[config.mk]
export PLATFORM = sky130hd
export DESIGN_NAME = mem_arbiter
export DESIGN_NICKNAME = d
export VERILOG_FILES = /design/src/rtl/mem_arbiter.sv
export SDC_FILE = /design/constraint.sdc
export NUM_CORES = 1
export LEC_CHECK = 0
export BUFFER_PORTS_ARGS = -buffer_cell sky130_fd_sc_hd__buf_4
export CORE_AREA = 2 2 102 104
export DETAILED_ROUTE_END_ITERATION = 8
export DIE_AREA = 0 0 104 106
export PLACE_DENSITY = 0.77
export SLEW_MARGIN = 30
export SYNTH_ARGS = -nofsm -noshare
export SYNTH_HDL_FRONTEND = slang
export SYNTH_SLANG_ARGS = --single-unit
[constraint.sdc]
create_clock -name CLK -period 6.6 [get_ports CLK]
set_clock_uncertainty 0.15 [all_clocks]
set_input_delay 1.32 -clock CLK [delete_from_list [all_inputs] [get_ports CLK]]
set_output_delay 1.32 -clock CLK [all_outputs]
set_load 0.005 [all_outputs]
[src/rtl/mem_arbiter.sv]
// mem_arbiter: grants the single-ported RAM to instruction fetch or data access,
// data first with a bounded streak, plus a sticky watchdog for a silent RAM.
module mem_arbiter #(
    parameter int MAX_DSTREAK = 4,
    parameter int TIMEOUT     = 16
) (
    input  logic        CLK,
    input  logic        nRST,
    input  logic        iREN,
    input  logic [31:0] iaddr,
    output logic        iwait,
    output logic [31:0] iload,
    input  logic        dREN,
    input  logic        dWEN,
    input  logic [31:0] daddr,
    input  logic [31:0] dstore,
    output logic        dwait,
    output logic [31:0] dload,
    output logic        ramREN,
    output logic        ramWEN,
    output logic [31:0] ramaddr,
    output logic [31:0] ramstore,
    input  logic [31:0] ramload,
    input  logic        ramrdy,
    output logic        memerr
);
    typedef enum logic [1:0] {IDLE, IACC, DACC} state_t;

    localparam logic [3:0] STREAK_MAX = 4'(MAX_DSTREAK);
    localparam logic [7:0] TMO_LAST   = 8'(TIMEOUT - 1);

    state_t      state_q, state_d;
    logic [31:0] addr_q, addr_d, store_q, store_d;
    logic        wr_q, wr_d, memerr_q, memerr_d;
    logic [3:0]  streak_q, streak_d;
    logic [7:0]  timer_q, timer_d;
    logic        idle, acc, timed_out, done, d_req, d_gnt, i_gnt, i_done, d_done;
    logic [31:0] load;
    logic        unused_addr_bits;

    assign unused_addr_bits = ^{iaddr[1:0], daddr[1:0]};

    assign idle      = state_q == IDLE;
    assign acc       = ~idle;
    assign d_req     = dREN | dWEN;
    assign d_gnt     = idle & d_req & (~iREN | (streak_q < STREAK_MAX));
    assign i_gnt     = idle & iREN & ~d_gnt;
    // A RAM that never answers is completed by the watchdog with a poison word.
    assign timed_out = acc & ~ramrdy & (timer_q == TMO_LAST);
    assign done      = acc & (ramrdy | timed_out);
    assign i_done    = (state_q == IACC) & done;
    assign d_done    = (state_q == DACC) & done;
    assign load      = ramrdy ? ramload : 32'hBAD1BAD1;

    always_ff @(posedge CLK or negedge nRST) begin
        if (!nRST) begin
            state_q <= IDLE;
        end else begin
            state_q <= state_d;
        end
    end

    always_comb begin
        state_d = d_gnt ? DACC : i_gnt ? IACC : done ? IDLE : state_q;
    end

    always_ff @(posedge CLK or negedge nRST) begin
        if (!nRST) begin
            addr_q   <= '0;
            store_q  <= '0;
            wr_q     <= 1'b0;
            streak_q <= '0;
            timer_q  <= '0;
            memerr_q <= 1'b0;
        end else begin
            addr_q   <= addr_d;
            store_q  <= store_d;
            wr_q     <= wr_d;
            streak_q <= streak_d;
            timer_q  <= timer_d;
            memerr_q <= memerr_d;
        end
    end

    always_comb begin
        addr_d   = d_gnt ? {daddr[31:2], 2'b00} : i_gnt ? {iaddr[31:2], 2'b00} : addr_q;
        store_d  = (d_gnt & dWEN) ? dstore : store_q;
        wr_d     = d_gnt ? dWEN : i_gnt ? 1'b0 : wr_q;
        // The streak only counts data grants that actually made a fetch wait.
        streak_d = d_gnt ? (iREN ? ((streak_q == STREAK_MAX) ? streak_q : streak_q + 4'd1) : 4'd0)
                 : i_gnt ? 4'd0 : streak_q;
        timer_d  = idle ? 8'd0 : timer_q + 8'd1;
        memerr_d = memerr_q | timed_out;
    end

    always_comb begin
        ramREN   = (state_q == IACC) | ((state_q == DACC) & ~wr_q);
        ramWEN   = (state_q == DACC) & wr_q;
        ramaddr  = addr_q;
        ramstore = store_q;
        iwait    = iREN & ~i_done;
        dwait    = d_req & ~d_done;
        iload    = i_done ? load : 32'h0;
        dload    = (d_done & ~wr_q) ? load : 32'h0;
        memerr   = memerr_q;
    end
endmodule

# After elaboration in Yosys (flattened, before gate mapping)
# Cells that the tools add are included.
[word_totals] word_cells=61 reg_bits=80
[classes] muxes=15 eq_ne=5 order_cmp=1 add_sub_neg=2 reduce_logical=4 n_bitwise=27
[op_table] operator="32-bit two-way mux" count=5
[op_table] operator="4-bit two-way mux" count=4
[op_table] operator="1-bit bitwise AND" count=15
[op_table] operator="8-bit by 1-bit adder with 8-bit output, second input constant" count=1
[op_table] operator="8-bit by 4-bit == test with 1-bit output, second input constant" count=1
[op_table] operator="8-bit two-way mux" count=1
[op_table] operator="1-bit NOT" count=7
[op_table] operator="2-bit two-way mux" count=3
[op_table] operator="1-bit OR" count=5
[op_table] operator="4-bit by 1-bit adder with 4-bit output, second input constant" count=1
[op_table] operator="4-bit by 3-bit == test with 1-bit output, second input constant" count=1
[op_table] operator="4-bit by 3-bit < comparator with 1-bit output, second input constant" count=1
[op_table] operator="3-bit inequality test, second input constant" count=1
[op_table] operator="3-bit nonzero test" count=1
[op_table] operator="2-bit by 1-bit == test with 1-bit output, second input constant" count=1
[op_table] operator="2-bit == test, second input constant" count=1
[op_table] operator="2-bit logical NOT" count=1
[op_table] operator="1-bit two-way mux" count=2
[op_table] operator="2-bit AND reduction" count=1
[op_table] operator="2-bit nonzero test" count=1

# Longest topological paths before layout
[logic_depth] ltp_word=9 ltp_mapped=6

# Worst setup path after synthesis
# OpenSTA, ideal clock, no wires.
[synth_timing] path_kind="input to output" from="input ramrdy" to="output dwait" arrival_time_ns=2.713 slack_ns=2.417 n_path_buf=3 cell_stages=6 cell_sequence="clkbuf_1 > or4_1 > or4_1 > buf_2 > buf_6 > a31o_2"
[synth_via] elab_chain_len=8
[synth_rtl] item="from (decl)" line="24" text="input logic ramrdy,"
[synth_rtl] item="1-bit NOT" line="49" text="assign timed_out = acc & ~ramrdy & (timer_q == TMO_LAST);"
[synth_rtl] item="1-bit bitwise AND (2 in a row)" line="49"
[synth_rtl] item="1-bit OR *" line="50" text="assign done = acc & (ramrdy | timed_out);"
[synth_rtl] item="1-bit bitwise AND *" line="50"
[synth_rtl] item="1-bit bitwise AND *" line="52" text="assign d_done = (state_q == DACC) & done;"
[synth_rtl] item="1-bit NOT *" line="102" text="dwait = d_req & ~d_done;"
[synth_rtl] item="1-bit bitwise AND *" line="102"
[synth_rtl] item="to (decl)" line="17" text="output logic dwait,"
# Every way passes the cells marked *; elsewhere a longest branch is shown, timed or not.

# Worst setup path after layout
# Ends and elaborated chain as after synthesis.

==> flow_summary.ini <==
[final_layout]
layout.nets = 768
antenna_cells = 0
fill_cells = 859
drive_above_1_share_pct = 50.6
syn_to_final_growth_pct = 57.6
final_cell_count_no_fill = 772

[synth]
synthSimpleGateAreaFrac_pct = 15.3
synthTopCellsByArea = dfrtp_1 50%, mux2_2 9.2%, mux2i_1 7.7%
synth_compound_area_share_pct = 11.4
yosys.area_share.adder_pct = 0.958
synth_top_cells_by_count = 78 x dfrtp_1, 39 x a21oi_1, 37 x nand2_1, 33 x nor2_1, 33 x o21ai_0
synth-seq-area-share_pct = 49.8
ys_async_sr_fraction_pct = 100
synth.avg_cell_area_um2 = 9.86
synth_most_common_cell = dfrtp_1
synth_area_um2 = 3920
synth.top_cell.area_share_pct = 49.8
synth_top_area_cell = dfrtp_1
ys_seq_elements = 78
yosysWarnings = 0
synth_top_family_by_area = multiplexers
synth_xor_xnor_area_share_pct = 0.671
muxShareOfSynthArea_pct = 16.9
synth_edf_count = 0
yosysUniqueCellTypes = 32
synthCells = 397
synth_flop_cell = dfrtp_1

[min_path]
hold_class = reg -> reg
hp-start = timer_q[0]
hold_end = timer_q[0]
hold_depth = 1

[floorplanning]
start_util_pct = 39.2
rows = 37
die_y_um = 106
ios = 267
core-area_um2 = 10000
die_area_um2 = 11000
die_x_um = 104

[clocking]
clk_pin_slew_ns = 0.07
cts_resized = 0
clockRootBuffer = clkbuf_8
cts_made_buffers = 9
h-tree-depth = 3
clk_latency_ns = 0.34
cts_tree = yes
clk_path_buf_depth = 2
ctsHoldBuffers = 0
post_cts_buffers = 0
clock-sinks = 78

[global_routing]
grt_max_degree = 79
grt_usage_pct = 23.8
grt_pass1_wl_um = 20600
overflow = 0
antenna_found_initial = 0
grt_pass1_vias = 4016

[critical_path]
r2r_start = state_q[0]
cp.required_ns = 5.13
worstPathArrival_ns = 3.41
r2r_cells = 4
r2r_end = ramstore[2]
critPathKind = in -> out
end_kind = primary output
crit_fanout = 41
cp-start-kind = input port
reg2reg_slack_ns = 4.01

[timing]
finalHoldViolCount = 0
max_slew_margin_pct = 43.7
rsz0062_at_grt = false
timing.final.ws_setup_ns = 1.72
period_share_pct = 73.9
worstMarginPinSlew_ns = 0.844
max_freq_mhz = 205
finalSetupTns_ns = 0
finalSetupViolCount = 0
finalMaxSlewViolations = 0
period_minus_slack_ns = 4.88

[power_and_ir_drop]
cellPowerDensity_nw_per_um2 = 377
total_power_w = 0.00233
leakagePower_nw = 2.99
vdd_drop_max_mv = 0.205

[placed_design]
pre_cts_ws_ns = 1.74
dp_hpwl_um = 9770
io_buffers = 260
gp_congestion = 0.968
dpl.cell_count = 755

[drt]
drt_iter0_drc = 303
detail_route.wl_per_cell_um = 17.2
first_pass_iters = 5
wirelength_um = 13300
vias = 3969
vias_per_cell = 5.14
drc_errors = 0
ant_nets = 0

[outcome]
status = completed

[job]
cap_violations = 0
[placed cells by master, fill, tap and decap left out, types with 3 or more instances in the layout]
cell and instances:
a21oi_1 39, nand2_1 37, mux2_2 32, o21ai_0 33, nor2_1 32, nand3_1 3, ha_1 3, mux2i_1 30
inv_1 3, nand4_1 30, buf_4 261, a32o_1 3, clkbuf_8 11, and2_1 3, nor2b_1 6, dfrtp_1 78
[metrics by stage]
stage                     util (%)  area [um2]  hold slack (ns)
after floorplan                  -        3920            0.283
after global placement        59.0        5900            0.295
after detailed placement      59.1        5910            0.301
after CTS                     61.4        6140            0.312
after global routing          61.7        6170            0.331
final                         61.7        6170            0.307
[report_power, final]
part	total (W)	switching (W)	internal [W]	leakage, nW
Combinational	0.00109	0.000486	0.000607	1.93
Sequential	0.000827	0.000129	0.000698	0.951
Clock	0.000408	0.000174	0.000234	0.116
[critical path, cell delays in order]
cell	delay, ns
buf_4	0.22
or4_1	0.40
or4_2	0.94
a31o_2	0.38
buf_4	0.14
[worst max-delay path by stage]
stage           start       end
3_3_place_gp   ramrdy  dload[4]
3_5_place_dp   ramrdy  dload[4]
6_report       ramrdy     dwait
2_1_floorplan  ramrdy     dwait
5_1_grt        ramrdy     dwait
4_1_cts        ramrdy  dload[4]
[cells by family after synthesis]
logic type	Yosys count
AOI/OAI and AO/OA	82
xor gates and xnor gates	3
adders and majority gates	3
buffers and inverters	44
DFF	78
muxes	62
other	1
and+or+nand+nor	124
[layout make-up]
type / count / area, um2 / share of cell area (%)
Clock inverter: 5 / 81.3 / 1.32
Multi-Input combinational cell: 276 / 1810 / 29.3
Tap cell: 136 / 170 / 2.76
Timing Repair Buffer: 263 / 2000 / 32.4
Sequential cell: 78 / 1950 / 31.6
Inverter: 3 / 11.3 / 0.182
Clock buffer: 11 / 151 / 2.45
[metal layers]
layer / part of all wire (%) / vias up / track usage (%)
met5: 0 / - / 0
met4: 3.7 / 0 / 12.3
met3: 6.8 / 31 / 5.95
met2: 51 / 196 / 42.2
met1: 38 / 1885 / 26.4
li1: - / 1857 / -
[registers in the layout (all words and copies together) (netlist names)]
| register | flops |
|---|---|
| timer_q | 8 |
| ramaddr | 30 |
| memerr | 1 |
| wr_q | 1 |
| streak_q | 4 |
| state_q | 2 |
| ramstore | 32 |
Note: power is estimated with default switching activity, not from simulation.
